**config.mk**
```make
export PLATFORM = sky130hd
export DESIGN_NAME = rms_window_sqrt_flat
export DESIGN_NICKNAME = d
export VERILOG_FILES = /design/src/rtl/rms_window_sqrt_if.sv /design/src/rtl/rms_window_sqrt.sv /design/src/flat_wrapper.sv
export SDC_FILE = /design/constraint.sdc
export NUM_CORES = 1
export LEC_CHECK = 0
export ABC_AREA = 1
export ABC_CLOCK_PERIOD_IN_PS = 2400
export CAP_MARGIN = 10
export CORE_MARGIN = 2
export CORE_UTILIZATION = 40
export CTS_CLUSTER_SIZE = 8
export DETAILED_ROUTE_END_ITERATION = 10
export GPL_TIMING_DRIVEN = 0
export PLACE_DENSITY = 0.57
export SYNTH_ARGS = -nofsm -noshare
export SYNTH_HDL_FRONTEND = slang
export SYNTH_SLANG_ARGS = --single-unit
```
**constraint.sdc**
```tcl
create_clock -name clk -period 2.4 [get_ports clk]
set_input_delay 0.6 -clock clk [delete_from_list [all_inputs] [get_ports clk]]
set_output_delay 0.6 -clock clk [all_outputs]
set_load 0.005 [all_outputs]
```
**src/rtl/rms_window_sqrt_if.sv**
```systemverilog
// Signal bundle between the RMS windowing/root stage and its producer/readout logic.
// The stage itself connects through the slave modport.
interface rms_window_sqrt_if;
    logic        clear;
    logic        sq_valid;
    logic [30:0] sq_in;
    logic [30:0] ms_out;
    logic [15:0] rms_out;
    logic        rms_valid;
    logic        busy;
    logic        overrun;

    modport slave (
        input  clear, sq_valid, sq_in,
        output ms_out, rms_out, rms_valid, busy, overrun
    );

    modport master (
        output clear, sq_valid, sq_in,
        input  ms_out, rms_out, rms_valid, busy, overrun
    );
endinterface

```
**src/rtl/rms_window_sqrt.sv**
```systemverilog
// Windowed mean of squared samples followed by a 16-step restoring square root.
// Accumulation keeps running while the root engine is busy; windows that finish mid-root are dropped.
module rms_window_sqrt #(
    parameter int LOG2_N = 5
) (
    input  logic              clk,
    input  logic              rstn,
    rms_window_sqrt_if.slave  bus
);
    localparam int ACC_W = 31 + LOG2_N;
    localparam logic [0:0] IDLE = 1'b0;
    localparam logic [0:0] CALC = 1'b1;
    localparam logic [LOG2_N-1:0] CNT_LAST = '1;

    logic [ACC_W-1:0]  acc_q, acc_d;
    logic [LOG2_N-1:0] cnt_q, cnt_d;
    logic [0:0]        state_q, state_d;
    logic [30:0]       ms_q, ms_d;
    logic [15:0]       rms_q, rms_d;
    logic              rv_q, rv_d;
    logic              ovr_q, ovr_d;
    logic [31:0]       rad_q, rad_d;
    logic [17:0]       rem_q, rem_d;
    logic [15:0]       root_q, root_d;
    logic [3:0]        iter_q, iter_d;

    logic [ACC_W-1:0]  sum;
    logic [30:0]       mean;
    logic [19:0]       rem_sh;
    logic [19:0]       trial;
    logic              ge;
    logic [15:0]       root_it;

    assign sum     = acc_q + ACC_W'(bus.sq_in);
    assign mean    = sum[ACC_W-1:LOG2_N];

    // One restoring step: bring down two radicand bits, try subtracting 4*root+1.
    assign rem_sh  = {rem_q, rad_q[31:30]};
    assign trial   = {2'b00, root_q, 2'b01};
    assign ge      = (rem_sh >= trial);
    assign root_it = {root_q[14:0], ge};

    always_comb begin
        acc_d   = acc_q;
        cnt_d   = cnt_q;
        state_d = state_q;
        ms_d    = ms_q;
        rms_d   = rms_q;
        rv_d    = 1'b0;
        ovr_d   = ovr_q;
        rad_d   = rad_q;
        rem_d   = rem_q;
        root_d  = root_q;
        iter_d  = iter_q;

        if (bus.clear) begin
            acc_d   = '0;
            cnt_d   = '0;
            state_d = IDLE;
            ovr_d   = 1'b0;
        end else begin
            if (state_q == CALC) begin
                rad_d  = {rad_q[29:0], 2'b00};
                rem_d  = ge ? 18'(rem_sh - trial) : rem_sh[17:0];
                root_d = root_it;
                iter_d = iter_q + 4'd1;
                if (iter_q == 4'd15) begin
                    rms_d   = root_it;
                    rv_d    = 1'b1;
                    state_d = IDLE;
                end
            end

            if (bus.sq_valid) begin
                if (cnt_q == CNT_LAST) begin
                    acc_d = '0;
                    cnt_d = '0;
                    // CALC-state check uses the pre-edge state, so the final root edge still counts as busy.
                    if (state_q == IDLE) begin
                        ms_d    = mean;
                        rad_d   = {1'b0, mean};
                        rem_d   = '0;
                        root_d  = '0;
                        iter_d  = '0;
                        state_d = CALC;
                    end else begin
                        ovr_d = 1'b1;
                    end
                end else begin
                    acc_d = sum;
                    cnt_d = cnt_q + 1'b1;
                end
            end
        end
    end

    always_ff @(posedge clk or negedge rstn) begin
        if (!rstn) begin
            acc_q   <= '0;
            cnt_q   <= '0;
            state_q <= IDLE;
            ms_q    <= '0;
            rms_q   <= '0;
            rv_q    <= 1'b0;
            ovr_q   <= 1'b0;
            rad_q   <= '0;
            rem_q   <= '0;
            root_q  <= '0;
            iter_q  <= '0;
        end else begin
            acc_q   <= acc_d;
            cnt_q   <= cnt_d;
            state_q <= state_d;
            ms_q    <= ms_d;
            rms_q   <= rms_d;
            rv_q    <= rv_d;
            ovr_q   <= ovr_d;
            rad_q   <= rad_d;
            rem_q   <= rem_d;
            root_q  <= root_d;
            iter_q  <= iter_d;
        end
    end

    assign bus.ms_out    = ms_q;
    assign bus.rms_out   = rms_q;
    assign bus.rms_valid = rv_q;
    assign bus.busy      = (state_q == CALC);
    assign bus.overrun   = ovr_q;
endmodule

```
**src/flat_wrapper.sv**
```systemverilog
// flat-port wrapper written by rule: the top's interface ports become plain ports
module rms_window_sqrt_flat 
#(
    parameter int LOG2_N = 5
)
  (clk, rstn, bus_clear, bus_sq_valid, bus_sq_in, bus_ms_out, bus_rms_out, bus_rms_valid, bus_busy, bus_overrun);
  rms_window_sqrt_if bus_i ();
  input  logic clk;
  input  logic rstn;
  input wire logic [$bits(bus_i.clear)-1:0] bus_clear;
  input wire logic [$bits(bus_i.sq_valid)-1:0] bus_sq_valid;
  input wire logic [$bits(bus_i.sq_in)-1:0] bus_sq_in;
  output wire logic [$bits(bus_i.ms_out)-1:0] bus_ms_out;
  output wire logic [$bits(bus_i.rms_out)-1:0] bus_rms_out;
  output wire logic [$bits(bus_i.rms_valid)-1:0] bus_rms_valid;
  output wire logic [$bits(bus_i.busy)-1:0] bus_busy;
  output wire logic [$bits(bus_i.overrun)-1:0] bus_overrun;
  assign bus_i.clear = bus_clear;
  assign bus_i.sq_valid = bus_sq_valid;
  assign bus_i.sq_in = bus_sq_in;
  assign bus_ms_out = bus_i.ms_out;
  assign bus_rms_out = bus_i.rms_out;
  assign bus_rms_valid = bus_i.rms_valid;
  assign bus_busy = bus_i.busy;
  assign bus_overrun = bus_i.overrun;
  rms_window_sqrt #(.LOG2_N(LOG2_N)) u_core (.clk(clk), .rstn(rstn), .bus(bus_i));
endmodule
```
==> results.cfg <==
[yosys]
async_flop_share = 1.000
netlist.area_leader.share = 0.3880
synth_top_cells_by_area = sky130_fd_sc_hd__dfrtp_1 39%, sky130_fd_sc_hd__nand2_1 18%, sky130_fd_sc_hd__o21ai_0 6.6%
yosys.cell_types.count = 47
post-synth-top-count-cell = sky130_fd_sc_hd__nand2_1
synth.yosys.seq_area_share = 0.3880
synth_flop_cell = sky130_fd_sc_hd__dfrtp_1
syn_area_um2 = 10380
yosys-top-cells-count = 506 x sky130_fd_sc_hd__nand2_1, 161 x sky130_fd_sc_hd__dfrtp_1, 160 x sky130_fd_sc_hd__inv_1, 137 x sky130_fd_sc_hd__o21ai_0, 96 x sky130_fd_sc_hd__a21oi_1
synthesis.nets = 1569
edff_count_synth = 0
register_bit_total_from_synthesis = 161
synth.largest_area_cell = sky130_fd_sc_hd__dfrtp_1
netlist_instances = 1480
postSynthAreaPerCell_um2 = 7.016
yosysWarningCount = 0

[global_routing]
antenna_found_initial = 0
grt_pass1_vias = 9593
maximum_number_of_pins_on_one_net_before_global_route_repair = 93
globalRouteOverflowTotal = 0
grt_pass1_wl_um = 53160
gr-usage-all-layers = 0.2563

[worst_setup_path]
reg2reg_slack_ns = 0.13
timing_worst_setup_path_type = in2reg
critPathMaxFanout = 4
critical_path_required_ns = 2.72
critPathLaunchType = input pin
critical_path.endpoint_type = flop
reg2reg_depth = 11
worstReg2RegStart = u_core.root_q[14]
r2r_end = u_core.rem_q[14]
worstPathArrival_ns = 2.65

[detailed_routing]
detailedRoute.firstPassIterationCount = 7
route.detailed.drc = 0
viasPerCell = 5.270
ant_nets = 0
detail_route.iter0.violations = 786
routedWlPerCell_um = 17.82
totalWireLength_um = 34610
routed-via-count = 10235

[clock_network]
ctsHtreeMaxLevel = 4
clkSinkCount = 161
cts_root_buffer = sky130_fd_sc_hd__clkbuf_16
clk_latency_ns = 0.43
cts_tree = done
cts_buffers = 17
holdBufCountCts = 0
clock_transition_at_the_registers_of_the_reported_paths_ns = 0.07
clk_path_buf_depth = 2

[die]
start_util = 0.4100
area_of_the_placeable_core_um2 = 25330
fp.dieArea_um2 = 27260
die_w_um = 165.1
rows = 58
die-height_um = 165.1
io-pin-count = 85

[sta]
finalSetupTns_ns = 0
setup_viol = 0
rsz_0062_raised_after_global_routing = yes
relSlewSlack = 0.3387
max_freq_ghz = 0.4298
timing_hold_violations_final = 0
finalMaxSlewViolations = 0
timing.final.crit_share = 0.9694
worst-slew-pin-transition_ns = 0.9884
maximum_clock_skew_at_final_layout_ns = 0.01432
fin_crit_ns = 2.327

[cells_and_area]
layout-drive-gt1-share = 0.1427
fin_area_um2 = 13250
nets = 1689
synthToLayoutAreaGrowth_pct = 27.57
antenna-diode-count = 0
fillers = 2491

[place]
finalWeightedCongestion = 0.9291
detailed_place.area_um2 = 11650
numPortBuffers = 82
place_hpwl_um = 25720

[outcome]
status = completed

[power_and_ir_drop]
total_leakage_power_nw = 6.404
ir_worst_vdd_mv = 0.4141
power.density_nw_per_um2 = 724.3

[run]
max_cap_viol_count = 0

[min_path]
holdCritPathClass = in2async
## critical path, stage by stage
cell                              delay (ns)
sky130_fd_sc_hd__clkdlybuf4s50_1        0.46
sky130_fd_sc_hd__ha_4                   0.32
sky130_fd_sc_hd__nand2_1                0.10
sky130_fd_sc_hd__nor2_1                 0.14
sky130_fd_sc_hd__inv_1                  0.11
sky130_fd_sc_hd__nor3_1                 0.14
sky130_fd_sc_hd__nand2_1                0.08
sky130_fd_sc_hd__nand2_2                0.11
sky130_fd_sc_hd__nand2_1                0.08
sky130_fd_sc_hd__nand2_1                0.06
sky130_fd_sc_hd__nand2_1                0.06
sky130_fd_sc_hd__nand3_1                0.18
sky130_fd_sc_hd__nand2_1                0.08
sky130_fd_sc_hd__nand2_1                0.07
sky130_fd_sc_hd__nand2_1                0.05
## worst max-delay path by stage
stage / startpoint / endpoint / slack [ns] / cells past startpoint
after floorplan: bus_sq_in[0] / u_core.bus.ms_out[11] / 0.1 / 11
after global placement: rstn / u_core.bus.ms_out[13] / -6.30 / 1
after detailed placement: bus_sq_in[0] / u_core.rad_q[7] / -0.88 / 13
after CTS: bus_sq_in[8] / u_core.rad_q[5] / -0.04 / 10
after global routing: bus_sq_in[18] / u_core.rad_q[26] / -0.06 / 15
final: bus_sq_in[17] / u_core.rad_q[21] / 0.07 / 15
## cell families (layout without fill, tap and decap cells)
group,count (synthesis),after routing,share of synthesized area
AND/OR/NAND/NOR,727,727,0.2875
AO/OA/AOI/OAI,300,300,0.1579
buffers and inverters,214,346,0.08061
flip-flops,161,161,0.3880
adder cells (fa/ha/maj),54,54,0.06579
XOR/XNOR,24,24,0.02024
## sequential cells by signal, summed over array words and instances, names as in the netlist
name,flops
u_core.acc_q,36
u_core.bus.busy,1
u_core.bus.ms_out,31
u_core.bus.overrun,1
u_core.bus.rms_out,16
u_core.bus.rms_valid,1
u_core.cnt_q,5
u_core.iter_q,4
u_core.rad_q,32
u_core.rem_q,18
u_core.root_q,16
## through the flow
step | utilization | hold WS (ns) | worst slack (ns) | total power (W) | std cells
after global placement | 0.4587 | 0.4622 | -6.297 | 0.006190 | 1892
final | 0.5230 | 0.1758 | 0.07345 | 0.009595 | 1942
after global routing | 0.5230 | 0.2577 | -0.05736 | 0.01017 | 1942
after CTS | 0.4929 | 0.2208 | -0.03536 | 0.009099 | 1929
after floorplan | - | 0.3044 | 0.09948 | 0.005338 | 1480
after detailed placement | 0.4600 | 0.4701 | -0.8830 | 0.006233 | 1893
## routing by layer
metal	up-vias	track usage	wire length (µm)
li1	5058	-	-
met1	4854	0.3624	16530
met2	279	0.4057	15580
met3	44	0.03546	1494
met4	0	0.08221	1002
met5	-	0	0
## placed cells by master (no fill, tap or decap), types with 10 or more instances in the layout
cell / count
sky130_fd_sc_hd__ha_1: 21
sky130_fd_sc_hd__a21oi_2: 15
sky130_fd_sc_hd__o21ai_0: 127
sky130_fd_sc_hd__inv_1: 150
sky130_fd_sc_hd__clkbuf_1: 26
sky130_fd_sc_hd__a21oi_1: 81
sky130_fd_sc_hd__nand3_2: 17
sky130_fd_sc_hd__nor2_2: 12
sky130_fd_sc_hd__clkdlybuf4s50_1: 77
sky130_fd_sc_hd__o21ai_1: 23
sky130_fd_sc_hd__nand2_2: 28
sky130_fd_sc_hd__nor3_1: 13
sky130_fd_sc_hd__xnor2_1: 12
sky130_fd_sc_hd__clkbuf_16: 18
sky130_fd_sc_hd__buf_4: 20
sky130_fd_sc_hd__nand2_1: 477
sky130_fd_sc_hd__nor2_4: 10
sky130_fd_sc_hd__nor2_1: 70
sky130_fd_sc_hd__nand3_1: 63
sky130_fd_sc_hd__ha_4: 27
sky130_fd_sc_hd__inv_2: 15
sky130_fd_sc_hd__dfrtp_1: 161
## area by class of cell
class | count | area (µm²) | area share
Tap cell | 330 | 412.9 | 0.03117
Clock buffer | 19 | 452.9 | 0.03419
Multi-Input combinational cell | 1105 | 6327 | 0.4777
Sequential cell | 161 | 4029 | 0.3041
Timing Repair Buffer | 101 | 1016 | 0.07670
Inverter | 166 | 625.6 | 0.04723
Buffer | 48 | 259.0 | 0.01955
Clock inverter | 12 | 123.9 | 0.009351
## timing repair
item / 4_1_cts / 5_1_grt
endpoints found under the setup margin: 109 / 113
cloned: 0 / 1
resized for setup: 57 / 151
pin swaps: 7 / 24
buffers inserted: 5 / 12
endpoints found under the hold margin: 0 / 0
## power breakdown
| group | switching (W) | internal (W) |
|---|---|---|
| Combinational | 0.00215 | 0.00141 |
| Clock | 0.00123 | 0.00151 |
| Sequential | 0.000273 | 0.00302 |
| Total | 0.00366 | 0.00594 |
No activity file was read; power rests on OpenSTA's default activity.
